<file path="src/rtl/bus_bridge_pkg.sv">
// Shared types and default address map for the CPU-to-slave bus bridge.
// Holds the FSM state enum, the error read pattern and the 6-channel map.
package bus_bridge_pkg;

  typedef enum logic [1:0] {
    ST_IDLE,
    ST_ACCESS,
    ST_RESP
  } state_t;

  localparam logic [31:0] ERR_RDATA = 32'hDEAD_BEEF;

  // ch5 timer, ch4 btn, ch3 sw, ch2 led, ch1 dig, ch0 DRAM
  localparam logic [6*32-1:0] BRIDGE_BASE_DEF = {
    32'hFFFF_F020, 32'hFFFF_F078, 32'hFFFF_F070,
    32'hFFFF_F060, 32'hFFFF_F000, 32'h0000_0000
  };

  localparam logic [6*32-1:0] BRIDGE_MASK_DEF = {
    32'hFFFF_FFF8, 32'hFFFF_FFFC, 32'hFFFF_FFFC,
    32'hFFFF_FFFC, 32'hFFFF_FFFC, 32'hFFFC_0000
  };

endpackage

</file>
<file path="src/rtl/bus_bridge_mc_if.sv">
// CPU-side and slave-side signal bundle of the bus bridge.
// slave: bridge view; master: CPU/slave-model view driving the bridge.
interface bus_bridge_mc_if #(
  parameter int N_SLV  = 6,
  parameter int ADDR_W = 32,
  parameter int DATA_W = 32
);
  logic                    cpu_req;
  logic [ADDR_W-1:0]       cpu_addr;
  logic                    cpu_wen;
  logic [DATA_W-1:0]       cpu_wdata;
  logic [DATA_W-1:0]       cpu_rdata;
  logic                    cpu_ready;
  logic                    cpu_err;
  logic [N_SLV-1:0]        slv_sel;
  logic [ADDR_W-1:0]       slv_addr;
  logic                    slv_wen;
  logic [DATA_W-1:0]       slv_wdata;
  logic [N_SLV*DATA_W-1:0] slv_rdata;
  logic [N_SLV-1:0]        slv_ack;

  modport slave (
    input  cpu_req, cpu_addr, cpu_wen, cpu_wdata,
    input  slv_rdata, slv_ack,
    output cpu_rdata, cpu_ready, cpu_err,
    output slv_sel, slv_addr, slv_wen, slv_wdata
  );

  modport master (
    output cpu_req, cpu_addr, cpu_wen, cpu_wdata,
    output slv_rdata, slv_ack,
    input  cpu_rdata, cpu_ready, cpu_err,
    input  slv_sel, slv_addr, slv_wen, slv_wdata
  );
endinterface

</file>
<file path="src/rtl/bus_addr_decoder.sv">
// Combinational address decoder: addr -> one-hot channel + hit flag.
// Ports: addr in; onehot out (lowest matching index wins); hit out.
module bus_addr_decoder
  import bus_bridge_pkg::*;
#(
  parameter int                    N_SLV  = 6,
  parameter int                    ADDR_W = 32,
  parameter logic [N_SLV*ADDR_W-1:0] BASE = BRIDGE_BASE_DEF,
  parameter logic [N_SLV*ADDR_W-1:0] MASK = BRIDGE_MASK_DEF
) (
  input  logic [ADDR_W-1:0] addr,
  output logic [N_SLV-1:0]  onehot,
  output logic              hit
);

  always_comb begin
    onehot = '0;
    hit    = 1'b0;
    for (int i = 0; i < N_SLV; i++) begin
      if (!hit &&
          ((addr & MASK[i*ADDR_W +: ADDR_W]) ==
           (BASE[i*ADDR_W +: ADDR_W] & MASK[i*ADDR_W +: ADDR_W]))) begin
        onehot[i] = 1'b1;
        hit       = 1'b1;
      end
    end
  end

endmodule

</file>
<file path="src/rtl/bus_bridge_mc.sv">
// Multi-cycle CPU-to-slave bridge with address decode, ack wait and timeout.
// Ports: clk, rst_n (async, active-low), bus (bus_bridge_mc_if.slave).
module bus_bridge_mc
  import bus_bridge_pkg::*;
#(
  parameter int N_SLV   = 6,
  parameter int ADDR_W  = 32,
  parameter int DATA_W  = 32,
  parameter int TIMEOUT = 15,
  parameter logic [N_SLV*ADDR_W-1:0] BASE = BRIDGE_BASE_DEF,
  parameter logic [N_SLV*ADDR_W-1:0] MASK = BRIDGE_MASK_DEF
) (
  input logic            clk,
  input logic            rst_n,
  bus_bridge_mc_if.slave bus
);

  localparam int CNT_W = $clog2(TIMEOUT + 1);

  state_t              state;
  logic [CNT_W-1:0]    cnt;
  logic [N_SLV-1:0]    sel_q;
  logic [ADDR_W-1:0]   addr_q;
  logic                wen_q;
  logic [DATA_W-1:0]   wdata_q;
  logic [DATA_W-1:0]   rdata_q;
  logic                ready_q;
  logic                err_q;
  logic [N_SLV-1:0]    dec_oh;
  logic                dec_hit;
  logic                ack_sel;
  logic [DATA_W-1:0]   rd_mux;

  bus_addr_decoder #(
    .N_SLV  (N_SLV),
    .ADDR_W (ADDR_W),
    .BASE   (BASE),
    .MASK   (MASK)
  ) u_dec (
    .addr   (bus.cpu_addr),
    .onehot (dec_oh),
    .hit    (dec_hit)
  );

  // sel_q is one-hot, so an OR-mux picks the selected channel only
  always_comb begin
    ack_sel = |(bus.slv_ack & sel_q);
    rd_mux  = '0;
    for (int i = 0; i < N_SLV; i++) begin
      if (sel_q[i]) begin
        rd_mux = rd_mux | bus.slv_rdata[i*DATA_W +: DATA_W];
      end
    end
  end

  always_ff @(posedge clk or negedge rst_n) begin
    if (!rst_n) begin
      state   <= ST_IDLE;
      cnt     <= '0;
      sel_q   <= '0;
      addr_q  <= '0;
      wen_q   <= 1'b0;
      wdata_q <= '0;
      rdata_q <= '0;
      ready_q <= 1'b0;
      err_q   <= 1'b0;
    end else begin
      ready_q <= 1'b0;
      unique case (state)
        ST_IDLE: begin
          if (bus.cpu_req) begin
            addr_q  <= bus.cpu_addr;
            wen_q   <= bus.cpu_wen;
            wdata_q <= bus.cpu_wdata;
            cnt     <= '0;
            if (dec_hit) begin
              state <= ST_ACCESS;
              sel_q <= dec_oh;
            end else begin
              state   <= ST_RESP;
              ready_q <= 1'b1;
              err_q   <= 1'b1;
              rdata_q <= DATA_W'(ERR_RDATA);
            end
          end
        end
        ST_ACCESS: begin
          if (cnt != CNT_W'(TIMEOUT)) begin
            cnt <= cnt + CNT_W'(1);
          end
          // ack checked first so a late ack beats the timeout
          if (ack_sel) begin
            state   <= ST_RESP;
            sel_q   <= '0;
            ready_q <= 1'b1;
            err_q   <= 1'b0;
            rdata_q <= wen_q ? '0 : rd_mux;
          end else if (cnt == CNT_W'(TIMEOUT - 1)) begin
            state   <= ST_RESP;
            sel_q   <= '0;
            ready_q <= 1'b1;
            err_q   <= 1'b1;
            rdata_q <= DATA_W'(ERR_RDATA);
          end
        end
        ST_RESP: begin
          state <= ST_IDLE;
        end
        default: begin
          state <= ST_IDLE;
          sel_q <= '0;
        end
      endcase
    end
  end

  assign bus.slv_sel   = sel_q;
  assign bus.slv_addr  = addr_q;
  assign bus.slv_wen   = wen_q & (|sel_q);
  assign bus.slv_wdata = wdata_q;
  assign bus.cpu_rdata = rdata_q;
  assign bus.cpu_ready = ready_q;
  assign bus.cpu_err   = err_q;

endmodule

</file>
<file path="src/flat_wrapper.sv">
// flat-port wrapper written by rule: the top's interface ports become plain ports
module bus_bridge_mc_flat import bus_bridge_pkg::*;
#(
  parameter int N_SLV   = 6,
  parameter int ADDR_W  = 32,
  parameter int DATA_W  = 32,
  parameter int TIMEOUT = 15,
  parameter logic [N_SLV*ADDR_W-1:0] BASE = BRIDGE_BASE_DEF,
  parameter logic [N_SLV*ADDR_W-1:0] MASK = BRIDGE_MASK_DEF
)
  (clk, rst_n, bus_cpu_req, bus_cpu_addr, bus_cpu_wen, bus_cpu_wdata, bus_slv_rdata, bus_slv_ack, bus_cpu_rdata, bus_cpu_ready, bus_cpu_err, bus_slv_sel, bus_slv_addr, bus_slv_wen, bus_slv_wdata);
  bus_bridge_mc_if #(.N_SLV(N_SLV), .ADDR_W(ADDR_W), .DATA_W(DATA_W)) bus_i ();
  input logic clk;
  input logic rst_n;
  input wire logic [$bits(bus_i.cpu_req)-1:0] bus_cpu_req;
  input wire logic [$bits(bus_i.cpu_addr)-1:0] bus_cpu_addr;
  input wire logic [$bits(bus_i.cpu_wen)-1:0] bus_cpu_wen;
  input wire logic [$bits(bus_i.cpu_wdata)-1:0] bus_cpu_wdata;
  input wire logic [$bits(bus_i.slv_rdata)-1:0] bus_slv_rdata;
  input wire logic [$bits(bus_i.slv_ack)-1:0] bus_slv_ack;
  output wire logic [$bits(bus_i.cpu_rdata)-1:0] bus_cpu_rdata;
  output wire logic [$bits(bus_i.cpu_ready)-1:0] bus_cpu_ready;
  output wire logic [$bits(bus_i.cpu_err)-1:0] bus_cpu_err;
  output wire logic [$bits(bus_i.slv_sel)-1:0] bus_slv_sel;
  output wire logic [$bits(bus_i.slv_addr)-1:0] bus_slv_addr;
  output wire logic [$bits(bus_i.slv_wen)-1:0] bus_slv_wen;
  output wire logic [$bits(bus_i.slv_wdata)-1:0] bus_slv_wdata;
  assign bus_i.cpu_req = bus_cpu_req;
  assign bus_i.cpu_addr = bus_cpu_addr;
  assign bus_i.cpu_wen = bus_cpu_wen;
  assign bus_i.cpu_wdata = bus_cpu_wdata;
  assign bus_i.slv_rdata = bus_slv_rdata;
  assign bus_i.slv_ack = bus_slv_ack;
  assign bus_cpu_rdata = bus_i.cpu_rdata;
  assign bus_cpu_ready = bus_i.cpu_ready;
  assign bus_cpu_err = bus_i.cpu_err;
  assign bus_slv_sel = bus_i.slv_sel;
  assign bus_slv_addr = bus_i.slv_addr;
  assign bus_slv_wen = bus_i.slv_wen;
  assign bus_slv_wdata = bus_i.slv_wdata;
  bus_bridge_mc #(.N_SLV(N_SLV), .ADDR_W(ADDR_W), .DATA_W(DATA_W), .TIMEOUT(TIMEOUT), .BASE(BASE), .MASK(MASK)) u_core (.clk(clk), .rst_n(rst_n), .bus(bus_i));
endmodule
</file>
<file path="config.mk">
export PLATFORM = sky130hd
export DESIGN_NAME = bus_bridge_mc_flat
export DESIGN_NICKNAME = d
export VERILOG_FILES = /design/src/rtl/bus_bridge_pkg.sv /design/src/rtl/bus_bridge_mc_if.sv /design/src/rtl/bus_addr_decoder.sv /design/src/rtl/bus_bridge_mc.sv /design/src/flat_wrapper.sv
export SDC_FILE = /design/constraint.sdc
export NUM_CORES = 1
export LEC_CHECK = 0
export BUFFER_PORTS_ARGS = -buffer_cell sky130_fd_sc_hd__buf_4
export CORE_AREA = 5 5 141 143
export CTS_CLUSTER_DIAMETER = 120
export DETAILED_ROUTE_END_ITERATION = 6
export DIE_AREA = 0 0 146 148
export GPL_TIMING_DRIVEN = 0
export SLEW_MARGIN = 20
export SYNTH_ARGS = -nofsm -noshare
export SYNTH_HDL_FRONTEND = slang
export SYNTH_HIERARCHICAL = 1
export SYNTH_SLANG_ARGS = --single-unit
</file>
<file path="constraint.sdc">
create_clock -name clk -period 1.75 [get_ports clk]
set_input_delay 0.175 -clock clk [delete_from_list [all_inputs] [get_ports clk]]
set_output_delay 0.175 -clock clk [all_outputs]
set_load 0.02 [all_outputs]
</file>
==> results.cfg <==
[layout]
areaGrowthSynthToFinish_pct = 70.0
drive_gt1_share_pct = 46.7
fin_area_sq_um = 9810
finalNetCount = 1309
fin_util_pct = 53.2

[worst_setup_path]
worstSetupEndpointType = primary output
slowest_stage = dfrtp_1
criticalPathCategory = reg2out
start_kind = register
worstPathRequired_ns = 1.57
arrival_ns = 1.60
critPathMaxStageDelay_ns = 0.40
crit_chain = buf_6 -> clkbuf_16 -> nor4_4 -> a31oi_1 -> buf_4
cp_max_fo = 8

[synth]
synth_seq_area_share_pct = 48.1
synth_edf_count = 0
synthFlopType = dfrtp_1
yosysWarnings = 6
syn_area_per_cell_sq_um = 9.33
synth_nets = 887
async_flop_share_pct = 100
ys_ff_latch = 111
synth_cells = 619
synth_area_sq_um = 5770
synth_cell_types = 48

[floorplanning]
design.core.area_sq_um = 18500
die_h_microns = 148
dieArea_sq_um = 21600
initial_core_util_pct = 31.3
ios = 371
fp-row-count = 50
die_w_microns = 146

[route]
drtIter0Drc = 346
post_drt_wl_per_cell_microns = 22.0
dr_total_vias = 6706
drc = 0
drt-pass1-iter-count = 5
viasPerCell = 5.23
drtAntennaViolNets = 0
wirelength_mm = 28.2

[sta]
setup_viol_count_final = 1
fin_crit_ns = 1.77
finClkSkew_ns = 0.00906
worst_pin_slew_ns = 0.606
setup_ws_ns = -0.0205
rsz0062_at_grt = true
drv_slew = 0
period_share_pct = 101
hold_viol_final = 0
fmax_ghz = 0.565
relSlewSlack_pct = 59.6

[placement]
dp_hpwl_mm = 21.6
io_buffer_count = 370
gp_congestion = 0.930
place_ws_ns = -0.377
dpl_cell_area_sq_um = 8910

[outcome]
violations = negative setup slack
status = finished, violations left

[pwr]
cellPowerDensity_nw_per_um2 = 663
total_leakage_power_nw = 4.69
worst_ir_drop_vdd_v = 0.000495
fin_total_pwr_w = 0.00650

[global_route]
grt_max_degree = 76
antenna_found_initial = 3
grt_use_total_pct = 24.6
grt_pass1_vias = 6878
grt_pass1_wl_mm = 41.0
grt.overflow.total = 0

[cts]
ctsLongestPathBuffers = 2
worstSkewPairLatency_ns = 0.35
cts.sinks = 111
cts_htree_levels = 3
clkTransAtPathRegs_ns = 0.08
cts_tree = built
cts_root_buffer = clkbuf_16
numCtsBuffers = 9

[job]
cap_violations = 0

[worst_hold_path]
min_path_type = in2reg
-- synthesized netlist by cell type, types with 5 or more instances --
library cell  count  area, sq um
clkbuf_1         24         90.1
buf_2            19         95.1
a22oi_1          96          721
o32ai_1          14          123
a31oi_1          25          156
nand2_1         206          773
dfrtp_1         111         2780
and3_1            8         50.1
and4b_1           6         60.1
a21oi_1           7         35.0
buf_1             7         26.3
o32a_1           25          250
inv_1            10         37.5
nor4_1            7         43.8
nand4_1           5         31.3
-- power breakdown --
| group | leakage (nW) | switching, W | internal, W |
|---|---|---|---|
| clock | 0.147 | 0.00100 | 0.00103 |
| sequential | 1.31 | 0.000120 | 0.00276 |
| combinational | 3.24 | 0.000796 | 0.000793 |
| total | 4.69 | 0.00192 | 0.00459 |
-- final timing paths --
path,start,endpoint,slack [ns],cells past startpoint
worst max-delay path,u_core/bus.slv_sel[2]$_DFFE_PN0P_,bus_slv_wen,-0.02,5
worst min-delay path,bus_cpu_wdata[2],u_core/bus.slv_wdata[2]$_DFFE_PN0P_,0.01,3
worst max register to register,u_core/bus.slv_sel[2]$_DFFE_PN0P_,u_core/bus.cpu_rdata[31]$_DFFE_PN0P_,0.02,6
worst min register to register,u_core/bus.slv_wdata[16]$_DFFE_PN0P_,u_core/bus.slv_wdata[16]$_DFFE_PN0P_,0.48,2
max in group asynchronous,rst_n,u_core/bus.cpu_rdata[9]$_DFFE_PN0P_,0.76,3
min in group asynchronous,rst_n,u_core/bus.slv_addr[14]$_DFFE_PN0P_,0.29,2
-- cells in the final DEF (no fill, tap or decap), types with 3 or more instances in the layout --
master	n
inv_1	10
o32a_1	25
buf_6	20
a21oi_1	5
and3_1	8
nand3_1	3
nand2_1	206
nor4_1	5
buf_12	3
a22oi_1	96
o21ai_0	3
dfrtp_1	110
and4b_1	6
nand4_1	5
clkbuf_2	8
nand2b_1	3
a31oi_1	25
clkbuf_16	12
clkbuf_1	7
o32ai_1	10
a22oi_4	3
o32ai_2	4
buf_4	395
buf_2	15
dlygate4sd3_1	11
-- cell families (layout without fill, tap and decap cells) --
kind of cell               after synthesis  in the layout  synth area share [%]
AOI/OAI and AO/OA                      185            185                  25.9
adders and majority gates                3              3                 0.607
buffers and inverters                   66            493                  5.35
DFF                                    111            111                  48.1
other                                    0              2                     0
and+or+nand+nor                        254            254                  20.0
-- state kept, by name (all words and copies together) (netlist names) --
signal / cells
u_core/bus.slv_wdata: 32
u_core/wen_q: 1
u_core/state: 2
u_core/bus.cpu_rdata: 32
u_core/bus.slv_sel: 6
u_core/cnt: 4
u_core/bus.cpu_err: 1
u_core/bus.cpu_ready: 1
u_core/bus.slv_addr: 32
-- critical path, delay by kind of cell (launching register included) --
kind | cells | cell delay [ns]
AND/OR/NAND/NOR | 1 | 0.21
buffers and inverters | 3 | 0.50
AO/OA/AOI/OAI | 1 | 0.14
flip-flops | 1 | 0.40
-- through the flow --
step	TNS [ns]	cells	hold WS, ns
after CTS	-0.568	1262	0.000531
after detailed placement	-15.94	1224	0.103
after floorplan	-1.07	619	-0.121
after global routing	-0.841	1282	0.00794
after global placement	-15.02	1223	0.366
final	-0.0205	1282	0.0140
-- routing by layer --
layer  GRT usage, %  share of wire [%]  up-vias
met1           29.1                 38     3173
met3           8.68                 10       48
li1               -                  -     3145
met4           7.67                2.8        2
met2           42.0                 49      338
met5              0              0.046        -
-- cell type report --
| type | instances | area (sq um) |
|---|---|---|
| Fill cell | 1738 | 8640 |
| Timing Repair Buffer | 414 | 3210 |
| Sequential cell | 111 | 2780 |
| Multi-Input combinational cell | 442 | 2760 |
| Buffer | 53 | 443 |
| Tap cell | 234 | 293 |
| Clock buffer | 10 | 239 |
| Clock inverter | 6 | 50.0 |
| Inverter | 10 | 37.5 |
| Antenna cell | 2 | 5.00 |
-- what timing repair did --
item                                    4_1_cts  5_1_grt
hold endpoints to repair                     45        1
gates cloned                                  4        2
gates resized for setup                      52       35
endpoints found under the setup margin       87       91
setup buffers                                 9       17
pin swaps                                    29        9
hold buffers                                 10        1
Note: power is estimated with default switching activity, not from simulation.
